--- src/rtl/log_export_condense_pkg.sv ---
// Shared VR log types: stored/wire entry headers, FSM state encoding and the
// payload line-count helper used by both the export and install paths.
package log_export_condense_pkg;

  localparam int INT_W          = 32;
  localparam int NOC_DATA_BYTES = 64;
  localparam int NOC_PADBYTES_W = $clog2(NOC_DATA_BYTES);
  localparam int LOG_STATE_W    = 8;
  localparam int PAYLOAD_LEN_W  = 16;

  typedef struct packed {
    logic [INT_W-1:0]         view;
    logic [INT_W-1:0]         op_num;
    logic [LOG_STATE_W-1:0]   log_entry_state;
    logic [INT_W-1:0]         payload_addr;
    logic [PAYLOAD_LEN_W-1:0] payload_len;
  } log_entry_hdr;

  // total_size counts the wire header line itself plus the payload bytes
  typedef struct packed {
    logic [INT_W-1:0]       view;
    logic [INT_W-1:0]       op_num;
    logic [LOG_STATE_W-1:0] log_entry_state;
    logic [INT_W-1:0]       total_size;
  } wire_log_entry_hdr;

  localparam logic [2:0] ST_READY         = 3'd0;
  localparam logic [2:0] ST_RD_HDR_REQ    = 3'd1;
  localparam logic [2:0] ST_RD_HDR_RESP   = 3'd2;
  localparam logic [2:0] ST_SEND_WIRE_HDR = 3'd3;
  localparam logic [2:0] ST_RD_DATA_REQ   = 3'd4;
  localparam logic [2:0] ST_RD_DATA_RESP  = 3'd5;
  localparam logic [2:0] ST_NEXT_ENTRY    = 3'd6;
  localparam logic [2:0] ST_DONE          = 3'd7;

  function automatic logic [PAYLOAD_LEN_W-1:0] calc_payload_lines(
    input logic [PAYLOAD_LEN_W-1:0] payload_len
  );
    logic [PAYLOAD_LEN_W:0] rounded;
    rounded = {1'b0, payload_len} + (PAYLOAD_LEN_W+1)'(NOC_DATA_BYTES - 1);
    return PAYLOAD_LEN_W'(rounded >> NOC_PADBYTES_W);
  endfunction

endpackage

--- src/rtl/log_export_condense.sv ---
// Walks the VR log from a requested op to the tail and streams wire log entries
// (header line + payload lines). Define LOG_EXPORT_LIMIT_EN to cap the entry count.
module log_export_condense
  import log_export_condense_pkg::*;
#(
  parameter int NOC_DATA_W      = 512,
  parameter int LOG_HDR_DEPTH_W = 10,
  parameter int LOG_DEPTH_W     = 12
) (
  input  logic                       clk,
  input  logic                       rst,
  input  logic                       start_log_export,
  input  logic [INT_W-1:0]           export_first_op,
  input  logic [INT_W-1:0]           log_first_op,
  input  logic [LOG_HDR_DEPTH_W:0]   log_hdr_ptr,
  input  logic [LOG_HDR_DEPTH_W:0]   log_tail_ptr,
`ifdef LOG_EXPORT_LIMIT_EN
  input  logic [LOG_HDR_DEPTH_W:0]   export_max_entries,
`endif
  output logic                       export_log_hdr_mem_rd_req_val,
  output logic [LOG_HDR_DEPTH_W-1:0] export_log_hdr_mem_rd_req_addr,
  input  logic                       log_hdr_mem_export_rd_req_rdy,
  input  logic                       log_hdr_mem_export_rd_resp_val,
  input  log_entry_hdr               log_hdr_mem_export_rd_resp_data,
  output logic                       export_log_hdr_mem_rd_resp_rdy,
  output logic                       export_log_data_mem_rd_req_val,
  output logic [LOG_DEPTH_W-1:0]     export_log_data_mem_rd_req_addr,
  input  logic                       log_data_mem_export_rd_req_rdy,
  input  logic                       log_data_mem_export_rd_resp_val,
  input  logic [NOC_DATA_W-1:0]      log_data_mem_export_rd_resp_data,
  output logic                       export_log_data_mem_rd_resp_rdy,
  output logic                       export_dst_val,
  output logic [NOC_DATA_W-1:0]      export_dst_data,
  output logic                       export_dst_last,
  output logic [NOC_PADBYTES_W-1:0]  export_dst_padbytes,
  input  logic                       dst_export_rdy,
  output logic                       export_done_val,
  output logic [LOG_HDR_DEPTH_W:0]   export_done_entries,
  input  logic                       dst_export_done_rdy
);

  localparam int PTR_W = LOG_HDR_DEPTH_W + 1;

  logic [2:0]               state;
  logic [PTR_W-1:0]         cur_ptr;
  logic [PTR_W-1:0]         entries_left;
  logic [PTR_W-1:0]         entries_sent;
  logic [LOG_DEPTH_W-1:0]   data_ptr;
  logic [PAYLOAD_LEN_W-1:0] lines_left;
  logic [INT_W-1:0]         hdr_view;
  logic [INT_W-1:0]         hdr_op_num;
  logic [LOG_STATE_W-1:0]   hdr_entry_state;
  logic [PAYLOAD_LEN_W-1:0] hdr_len;

  // Start-time range computation; pointers are modular with the wrap bit.
  logic [INT_W-1:0] op_offset;
  logic [PTR_W-1:0] first_ptr;
  logic [PTR_W-1:0] log_span;
  logic [PTR_W-1:0] avail_entries;
  logic [PTR_W-1:0] start_entries;
  logic             out_of_range;

  assign op_offset     = export_first_op - log_first_op;
  assign first_ptr     = log_hdr_ptr + op_offset[PTR_W-1:0];
  assign log_span      = log_tail_ptr - log_hdr_ptr;
  assign out_of_range  = (export_first_op < log_first_op) || (op_offset > INT_W'(log_span));
  assign avail_entries = out_of_range ? '0 : (log_tail_ptr - first_ptr);

`ifdef LOG_EXPORT_LIMIT_EN
  assign start_entries = ((export_max_entries != '0) && (export_max_entries < avail_entries))
                       ? export_max_entries : avail_entries;
`else
  assign start_entries = avail_entries;
`endif

  logic                      final_entry;
  logic [PAYLOAD_LEN_W-1:0]  total_lines;
  logic [INT_W-1:0]          padded_len;
  logic [NOC_PADBYTES_W-1:0] pad_bytes;
  wire_log_entry_hdr         wire_hdr;

  assign final_entry = (entries_left == PTR_W'(1));
  assign total_lines = calc_payload_lines(hdr_len);
  assign padded_len  = INT_W'(total_lines) * INT_W'(NOC_DATA_BYTES);
  assign pad_bytes   = NOC_PADBYTES_W'(padded_len - INT_W'(hdr_len));

  assign wire_hdr.view            = hdr_view;
  assign wire_hdr.op_num          = hdr_op_num;
  assign wire_hdr.log_entry_state = hdr_entry_state;
  assign wire_hdr.total_size      = INT_W'(NOC_DATA_BYTES) + INT_W'(hdr_len);

  assign export_log_hdr_mem_rd_req_val   = (state == ST_RD_HDR_REQ);
  assign export_log_hdr_mem_rd_req_addr  = cur_ptr[LOG_HDR_DEPTH_W-1:0];
  assign export_log_hdr_mem_rd_resp_rdy  = (state == ST_RD_HDR_RESP);
  assign export_log_data_mem_rd_req_val  = (state == ST_RD_DATA_REQ);
  assign export_log_data_mem_rd_req_addr = data_ptr;
  assign export_log_data_mem_rd_resp_rdy = (state == ST_RD_DATA_RESP) && dst_export_rdy;
  assign export_done_val                 = (state == ST_DONE);
  assign export_done_entries             = (state == ST_DONE) ? entries_sent : '0;

  // Payload lines pass straight through; dst_val follows the memory, never rdy.
  always_comb begin
    export_dst_val      = 1'b0;
    export_dst_data     = '0;
    export_dst_last     = 1'b0;
    export_dst_padbytes = '0;
    case (state)
      ST_SEND_WIRE_HDR: begin
        export_dst_val  = 1'b1;
        export_dst_data = NOC_DATA_W'(wire_hdr);
        export_dst_last = final_entry && (lines_left == '0);
      end
      ST_RD_DATA_RESP: begin
        export_dst_val  = log_data_mem_export_rd_resp_val;
        export_dst_data = log_data_mem_export_rd_resp_data;
        if (final_entry && (lines_left == PAYLOAD_LEN_W'(1))) begin
          export_dst_last     = 1'b1;
          export_dst_padbytes = pad_bytes;
        end
      end
      default: ;
    endcase
  end

  always_ff @(posedge clk) begin
    if (rst) begin
      state           <= ST_READY;
      cur_ptr         <= '0;
      entries_left    <= '0;
      entries_sent    <= '0;
      data_ptr        <= '0;
      lines_left      <= '0;
      hdr_view        <= '0;
      hdr_op_num      <= '0;
      hdr_entry_state <= '0;
      hdr_len         <= '0;
    end else begin
      case (state)
        ST_READY: if (start_log_export) begin
          cur_ptr      <= first_ptr;
          entries_left <= start_entries;
          entries_sent <= '0;
          state        <= (start_entries != '0) ? ST_RD_HDR_REQ : ST_DONE;
        end
        ST_RD_HDR_REQ: if (log_hdr_mem_export_rd_req_rdy) state <= ST_RD_HDR_RESP;
        ST_RD_HDR_RESP: if (log_hdr_mem_export_rd_resp_val) begin
          hdr_view        <= log_hdr_mem_export_rd_resp_data.view;
          hdr_op_num      <= log_hdr_mem_export_rd_resp_data.op_num;
          hdr_entry_state <= log_hdr_mem_export_rd_resp_data.log_entry_state;
          hdr_len         <= log_hdr_mem_export_rd_resp_data.payload_len;
          data_ptr        <= LOG_DEPTH_W'(log_hdr_mem_export_rd_resp_data.payload_addr);
          lines_left      <= calc_payload_lines(log_hdr_mem_export_rd_resp_data.payload_len);
          state           <= ST_SEND_WIRE_HDR;
        end
        ST_SEND_WIRE_HDR: if (dst_export_rdy)
          state <= (lines_left != '0) ? ST_RD_DATA_REQ : ST_NEXT_ENTRY;
        ST_RD_DATA_REQ: if (log_data_mem_export_rd_req_rdy) state <= ST_RD_DATA_RESP;
        ST_RD_DATA_RESP: if (log_data_mem_export_rd_resp_val && dst_export_rdy) begin
          if (lines_left == PAYLOAD_LEN_W'(1)) begin
            state <= ST_NEXT_ENTRY;
          end else begin
            data_ptr   <= data_ptr + 1'b1;
            lines_left <= lines_left - 1'b1;
            state      <= ST_RD_DATA_REQ;
          end
        end
        ST_NEXT_ENTRY: begin
          cur_ptr      <= cur_ptr + 1'b1;
          entries_left <= entries_left - 1'b1;
          entries_sent <= entries_sent + 1'b1;
          state        <= final_entry ? ST_DONE : ST_RD_HDR_REQ;
        end
        ST_DONE: if (dst_export_done_rdy) state <= ST_READY;
        default: state <= ST_READY;
      endcase
    end
  end

endmodule

--- config.mk ---
export PLATFORM = sky130hd
export DESIGN_NAME = log_export_condense
export DESIGN_NICKNAME = d
export VERILOG_FILES = /design/src/rtl/log_export_condense_pkg.sv /design/src/rtl/log_export_condense.sv
export SDC_FILE = /design/constraint.sdc
export NUM_CORES = 1
export LEC_CHECK = 0
export CAP_MARGIN = 20
export CORE_AREA = 2 2 496 498
export DETAILED_ROUTE_END_ITERATION = 8
export DIE_AREA = 0 0 498 500
export GPL_TIMING_DRIVEN = 0
export HOLD_SLACK_MARGIN = 0.08
export PLACE_DENSITY_LB_ADDON = 0.08
export SETUP_SLACK_MARGIN = 0.05
export SYNTH_ARGS = -nofsm -noshare
export SYNTH_HDL_FRONTEND = slang
export SYNTH_SLANG_ARGS = --single-unit
--- constraint.sdc ---
create_clock -name clk -period 4.3 [get_ports clk]
set_input_delay 0.43 -clock clk [delete_from_list [all_inputs] [get_ports clk]]
set_output_delay 0.43 -clock clk [all_outputs]
set_load 0.02 [all_outputs]
== Word level (Yosys, flattened, before mapping) ==
Cells that the tools add are included.

* Output and inout port bits: 558
* Input bits: 727
* Word-level logic and storage cells: 90
* Flip-flop bits (word level): 152

* Multiplexer cells: 34
* $lt $le $gt $ge: 2
* Reduce and logical (&&, ||, !) cells: 15
* Eq/ne operators: 17
* Add/sub/neg operators: 12

{| class="wikitable"
|+ Operators with widths
! kind !! count
|-
| $pmux 512 s2 || 1
|-
| $pmux 11 s2 || 3
|-
| $mux 11 || 5
|-
| $mux 16 || 3
|-
| $mux 12 || 3
|-
| $gt 32x11->1 || 1
|-
| $lt 32x32->1 || 1
|-
| $pmux 16 s2 || 1
|-
| $sub 32x32->32 || 1
|-
| $mux 3 || 9
|-
| $pmux 12 s2 || 1
|-
| $pmux 3 s8 || 1
|-
| $add 11x1->11 const B || 2
|-
| $sub 11x11->11 || 2
|-
| $add 16x6->17 const B || 1
|-
| $add 7x16->17 const A || 1
|-
| $eq 16x1->1 const B || 1
|-
| $logic_not 16->1 || 1
|-
| $reduce_bool 16->1 || 1
|-
| $sub 16x1->16 const B || 1
|-
| $add 12x1->12 const B || 1
|-
| $eq 3x3->1 const B || 4
|-
| $mux 6 || 2
|-
| $add 11x11->11 || 1
|-
| other kinds (18) || 32
|}

== Logic depth before layout (Yosys ltp) ==
* Depth after elaboration: 8
* Depth in mapped cells: 24
* Gate-level depth less buffers: 24

== Least setup slack after synthesis ==
No wires, ideal clock.

* Path type: input -> register
* Start: input port log_tail_ptr[0]
* End: register entries_left[0]
* Buffers on the path: 0
* Arrival: 4,584 ps
* Stages: 24
* Required time: 4,215 ps
* Path slack: -369 ps
* Library setup time: 85 ps
* Cells stage by stage: inv_1 ha_1 inv_1 fa_1 a21o_1 a21oi_1 o21ai_0 a21oi_1 nor2b_1 o21a_1 o21ai_0 nand2b_1 a21oi_1 xnor2_1 ha_1 a21oi_1 nand2_1 nor4_1 o32ai_1 a2111oi_2 o2111ai_1 a2111oi_4 nand3_4 o31ai_2

* Cells in the longest elaborated chain, start to end: 6
* Elaborated cells on any way between the ends: 7
* Classes of those cells: 2 x add/sub; 1 x order compare; 3 x mux; 1 x reduce/logical

{| class="wikitable"
|+ Ends and longest elaborated chain
! item !! RTL line !! text
|-
| start: declaration || log_export_condense.sv:16 || <nowiki>input logic [LOG_HDR_DEPTH_W:0] log_tail_ptr,</nowiki>
|-
| $sub 11x11->11 || log_export_condense.sv:65 || <nowiki>assign log_span = log_tail_ptr - log_hdr_ptr;</nowiki>
|-
| $gt 32x11->1 || log_export_condense.sv:66 || <nowiki>assign out_of_range = (export_first_op < log_first_op) || (op_offset > INT_W'(log_span));</nowiki>
|-
| $logic_or 1x1->1 || log_export_condense.sv:66 ||
|-
| $mux 11 * || log_export_condense.sv:67 || <nowiki>assign avail_entries = out_of_range ? '0 : (log_tail_ptr - first_ptr);</nowiki>
|-
| $mux 11 * || log_export_condense.sv:139 || <nowiki>ST_READY: if (start_log_export) begin</nowiki>
|-
| $pmux 11 s2 * || log_export_condense.sv:138 || <nowiki>case (state)</nowiki>
|-
| end signal: assignment || log_export_condense.sv:141 || <nowiki>entries_left <= start_entries;</nowiki>
|-
| end signal: assignment || log_export_condense.sv:169 || <nowiki>entries_left <= entries_left - 1'b1;</nowiki>
|-
| end: declaration || log_export_condense.sv:46 || <nowiki>logic [PTR_W-1:0] entries_left;</nowiki>
|}

Every way passes the cells marked *; elsewhere a longest branch is shown, timed or not. The select of a mux whose other input is x is not followed.
A chain may end at the register's enable or synchronous reset.

== Worst setup path in the final report ==
Same ends and word-level chain as after synthesis.

==> flow_summary.ini <==
[setup_path]
end_kind = flop
rr_worst_depth = 9
cp.arrival_ns = 4.77
r2r-start = state[0]
critPathRequiredTime_ns = 4.71
r2r-end = lines_left[5]
start_kind = primary input
cp_max_fo = 7
critPathKind = primary input to flop
reg2reg_slack_ns = 0.71

[finish]
utilization_pct = 13.3
multiInputGateArea_um2 = 10800
drive_above_1_share_pct = 6.36
nNetsFinal = 4178
layout.area.seq_um2 = 3020
area_growth_pct = 128
fillers = 28200

[synth]
netlist_area_um2 = 14300
synth.net_count = 2858
async_flop_share_pct = 0
synth_edf_count = 0
yosysSeqAreaShare_pct = 21.2
synth_cell_type_count = 72
syn_avg_cell_area_um2 = 6.98
synthCells = 2045
synthFlopType = dfxtp_1
ys_ff_latch = 151
ys_warn_count = 0

[timing]
layout_min_cycle_time_ns = 4.36
setup_ws_ns = -0.0555
skew_ns = 0.0191
grt_setup_unrepaired = true
tightest_slew_ns = 1.13
period_share_pct = 101
fmax_ghz = 0.230
hold_viol = 0
slew-limit-headroom_pct = 25.0
final_max_slew_viol_count = 0
setup_viol = 6

[worst_hold_path]
min_from = log_hdr_ptr[0]
hold_depth = 4
hp-class = primary input to flop
hold_end = cur_ptr[0]

[placed_design]
place.gp.congestion = 0.891
hpwl_um = 191000
portBuffers = 1263
preCtsSetupSlack_ns = -1.90

[die]
ios = 1285
die-area_um2 = 249000
die_h_um = 500
core_area_um2 = 244000
initial_core_util_pct = 5.84
fp-row-count = 182
dieWidth_um = 498

[run_status]
violations = negative setup slack
status = complete, but fails checks

[power_and_ir_drop]
p_int_w = 0.00533
p_per_area_nw_per_um2 = 328
ir_worst_vdd_v = 0.000191
clockPowerShare_pct = 16.2
leakagePower_nw = 11.3
p_switching_w = 0.00534
p_sw_share_pct = 50.1
p_comb_share_pct = 66.0
seqPwrFrac_pct = 17.8

[clocking]
insertion_delay_ns = 0.52
clockBufferDepth = 2
tritoncts = yes
cts.sinks = 151
clkTransAtPathRegs_ns = 0.08
cts_made_buffers = 17
clockRootBuffer = clkbuf_16
htree_levels = 4

[routing]
wire_per_inst_um = 31.4
first_pass_iters = 5
viasPerCell = 3.09
wl_um = 209000
initialDrtViolationCount = 1091
final_antenna_net_count = 0
post-route-drc-count = 0
vias = 20600

[global_route]
antenna_found_initial = 114
grt_max_degree = 17
overflow = 0
first_global_vias = 20700
grt_first_pass_wirelength_um = 255000
grt_usage_pct = 16.1

[job]
max_cap_violations = 0
-- per-stage QoR --
step           cell area, um2  TNS [ns]  power (W)  std cells  hold WS, ns
2_1_floorplan           14300         0    0.00491       2045        0.436
3_3_place_gp            31000   -416.57    0.00893       6528        0.453
3_5_place_dp            31100   -245.54    0.00890       6535        0.452
4_1_cts                 32100     -3.50     0.0108       6589        0.390
5_1_grt                 32400     -3.65     0.0114       6603        0.444
6_report                32500    -0.161     0.0107       6658        0.435
-- how the worst max path moves through the flow --
stage / startpoint / to / depth (start not counted)
floorplan: log_tail_ptr[0] / entries_left[1] / 24
global placement: state[0] / export_dst_data[6] / 9
detailed placement: log_tail_ptr[1] / entries_left[1] / 22
CTS: log_tail_ptr[0] / entries_left[1] / 26
global route: log_tail_ptr[0] / entries_left[0] / 26
finish: log_tail_ptr[0] / entries_left[0] / 26
-- cell families after synthesis --
family	after synthesis	synth area share (%)
AND/OR/NAND/NOR	1022	37.7
AO/OA/AOI/OAI	491	22.9
buffers and inverters	220	5.86
flip-flops	151	21.2
adder cells (fa/ha/maj)	86	7.75
XOR/XNOR	74	4.54
multiplexers	1	0.0701
-- power groups by stage --
stage | clock network, W | registers [W] | logic (W)
3_5_place_dp | 0 | 0.00195 | 0.00695
3_3_place_gp | 0 | 0.00195 | 0.00698
6_report | 0.00173 | 0.00190 | 0.00704
5_1_grt | 0.00188 | 0.00194 | 0.00758
2_1_floorplan | 0 | 0.00186 | 0.00305
4_1_cts | 0.00184 | 0.00191 | 0.00708
-- cell usage in the layout, fill, tap and decap left out, types with 12 or more instances in the layout --
cell and n:
clkdlybuf4s50_1 1218, and2_1 444, nand2_1 294, a21oi_1 165, dfxtp_1 151, clkbuf_1 85
nor2_1 82, a22o_1 78, inv_1 77, ha_1 77, o21ai_0 69, diode_2 60
nand3_1 46, xnor2_1 39, nor3_1 35, clkbuf_2 34, buf_4 28, xor2_1 27
dlygate4sd2_1 26, a21o_1 19, and3_1 17, nand4_1 17, clkbuf_16 17, o211ai_1 16
a211oi_1 16, nand2b_1 14, or3_1 13, o21a_1 12
-- synthesized netlist by cell type (all sizes together), types with 3 or more instances --
cell / count / area [um2]
a211oi: 18 / 145
o2111ai: 3 / 26.3
o211ai: 17 / 133
a21o: 19 / 143
nor2b: 9 / 56.3
a2111oi: 5 / 68.8
nand2b: 16 / 100
o221a: 4 / 45.0
and4: 3 / 26.3
xnor2: 45 / 394
a22o: 78 / 683
dfxtp: 151 / 3020
a311oi: 4 / 35.0
nor4: 7 / 43.8
o21bai: 9 / 71.3
nor3: 39 / 200
and2: 446 / 2790
a211o: 8 / 70.1
and3: 17 / 106
or2: 6 / 37.5
a221oi: 5 / 50.0
nand3: 50 / 263
a21oi: 177 / 893
nor2: 86 / 323
ha: 82 / 1030
o31ai: 9 / 92.6
o21ai: 80 / 400
nand3b: 5 / 37.5
nand2: 296 / 1110
nor3b: 5 / 37.5
xor2: 29 / 254
o21a: 12 / 90.1
clkbuf: 127 / 477
fa: 4 / 80.1
or3: 13 / 81.3
a21boi: 7 / 52.6
a31o: 3 / 26.3
a31oi: 9 / 56.3
inv: 81 / 304
o22ai: 7 / 43.8
a22oi: 5 / 37.5
buf: 12 / 56.3
or4: 3 / 26.3
nand4: 17 / 106
-- layer usage --
metal  GRT usage, %  share of wire (%)
met1           21.2                 45
met2           25.2                 44
met3           6.32                9.3
met4           2.16                1.1
met5              0              0.061
-- final cells by class --
cell class / instances / share of cell area [%]
well taps: 3220 / 12.4
plain buffers: 137 / 1.85
multi-input cells: 1674 / 33.1
inverters: 81 / 0.981
flip-flops and latches: 151 / 9.29
repair buffers: 1303 / 40.0
clock buffers: 17 / 1.31
clock inverters: 15 / 0.573
diodes: 60 / 0.462
-- worst max-delay path: stages --
cell and delay, ns:
buf_8 0.11, inv_12 0.04, ha_4 0.13, inv_2 0.04, fa_2 0.33, a21o_1 0.20, a21oi_2 0.19, o21ai_2 0.09
a21oi_2 0.18, nor2b_1 0.07, o21a_1 0.20, o21ai_2 0.13, nand2b_1 0.09, a21oi_2 0.14, xnor2_1 0.08, ha_1 0.34
a21oi_2 0.18, nand2_2 0.09, nor4_4 0.18, o32ai_2 0.15, a2111oi_4 0.25, o2111ai_2 0.22, a2111oi_4 0.24, buf_6 0.18
nand3_4 0.17, o31ai_2 0.31
-- flip-flops by register name (all words and copies together) (netlist names) --
register,flops
lines_left,16
entries_left,11
hdr_entry_state,8
export_log_data_mem_rd_req_addr,12
entries_sent,11
hdr_len,16
hdr_op_num,32
state,3
cur_ptr,10
hdr_view,32
-- what timing repair did --
action	in CTS	in global routing
pin swaps	20	19
hold buffers	0	0
resized for setup	144	67
buffers inserted	24	9
setup endpoints to repair	530	75
Power figures use the tool's default switching activity.
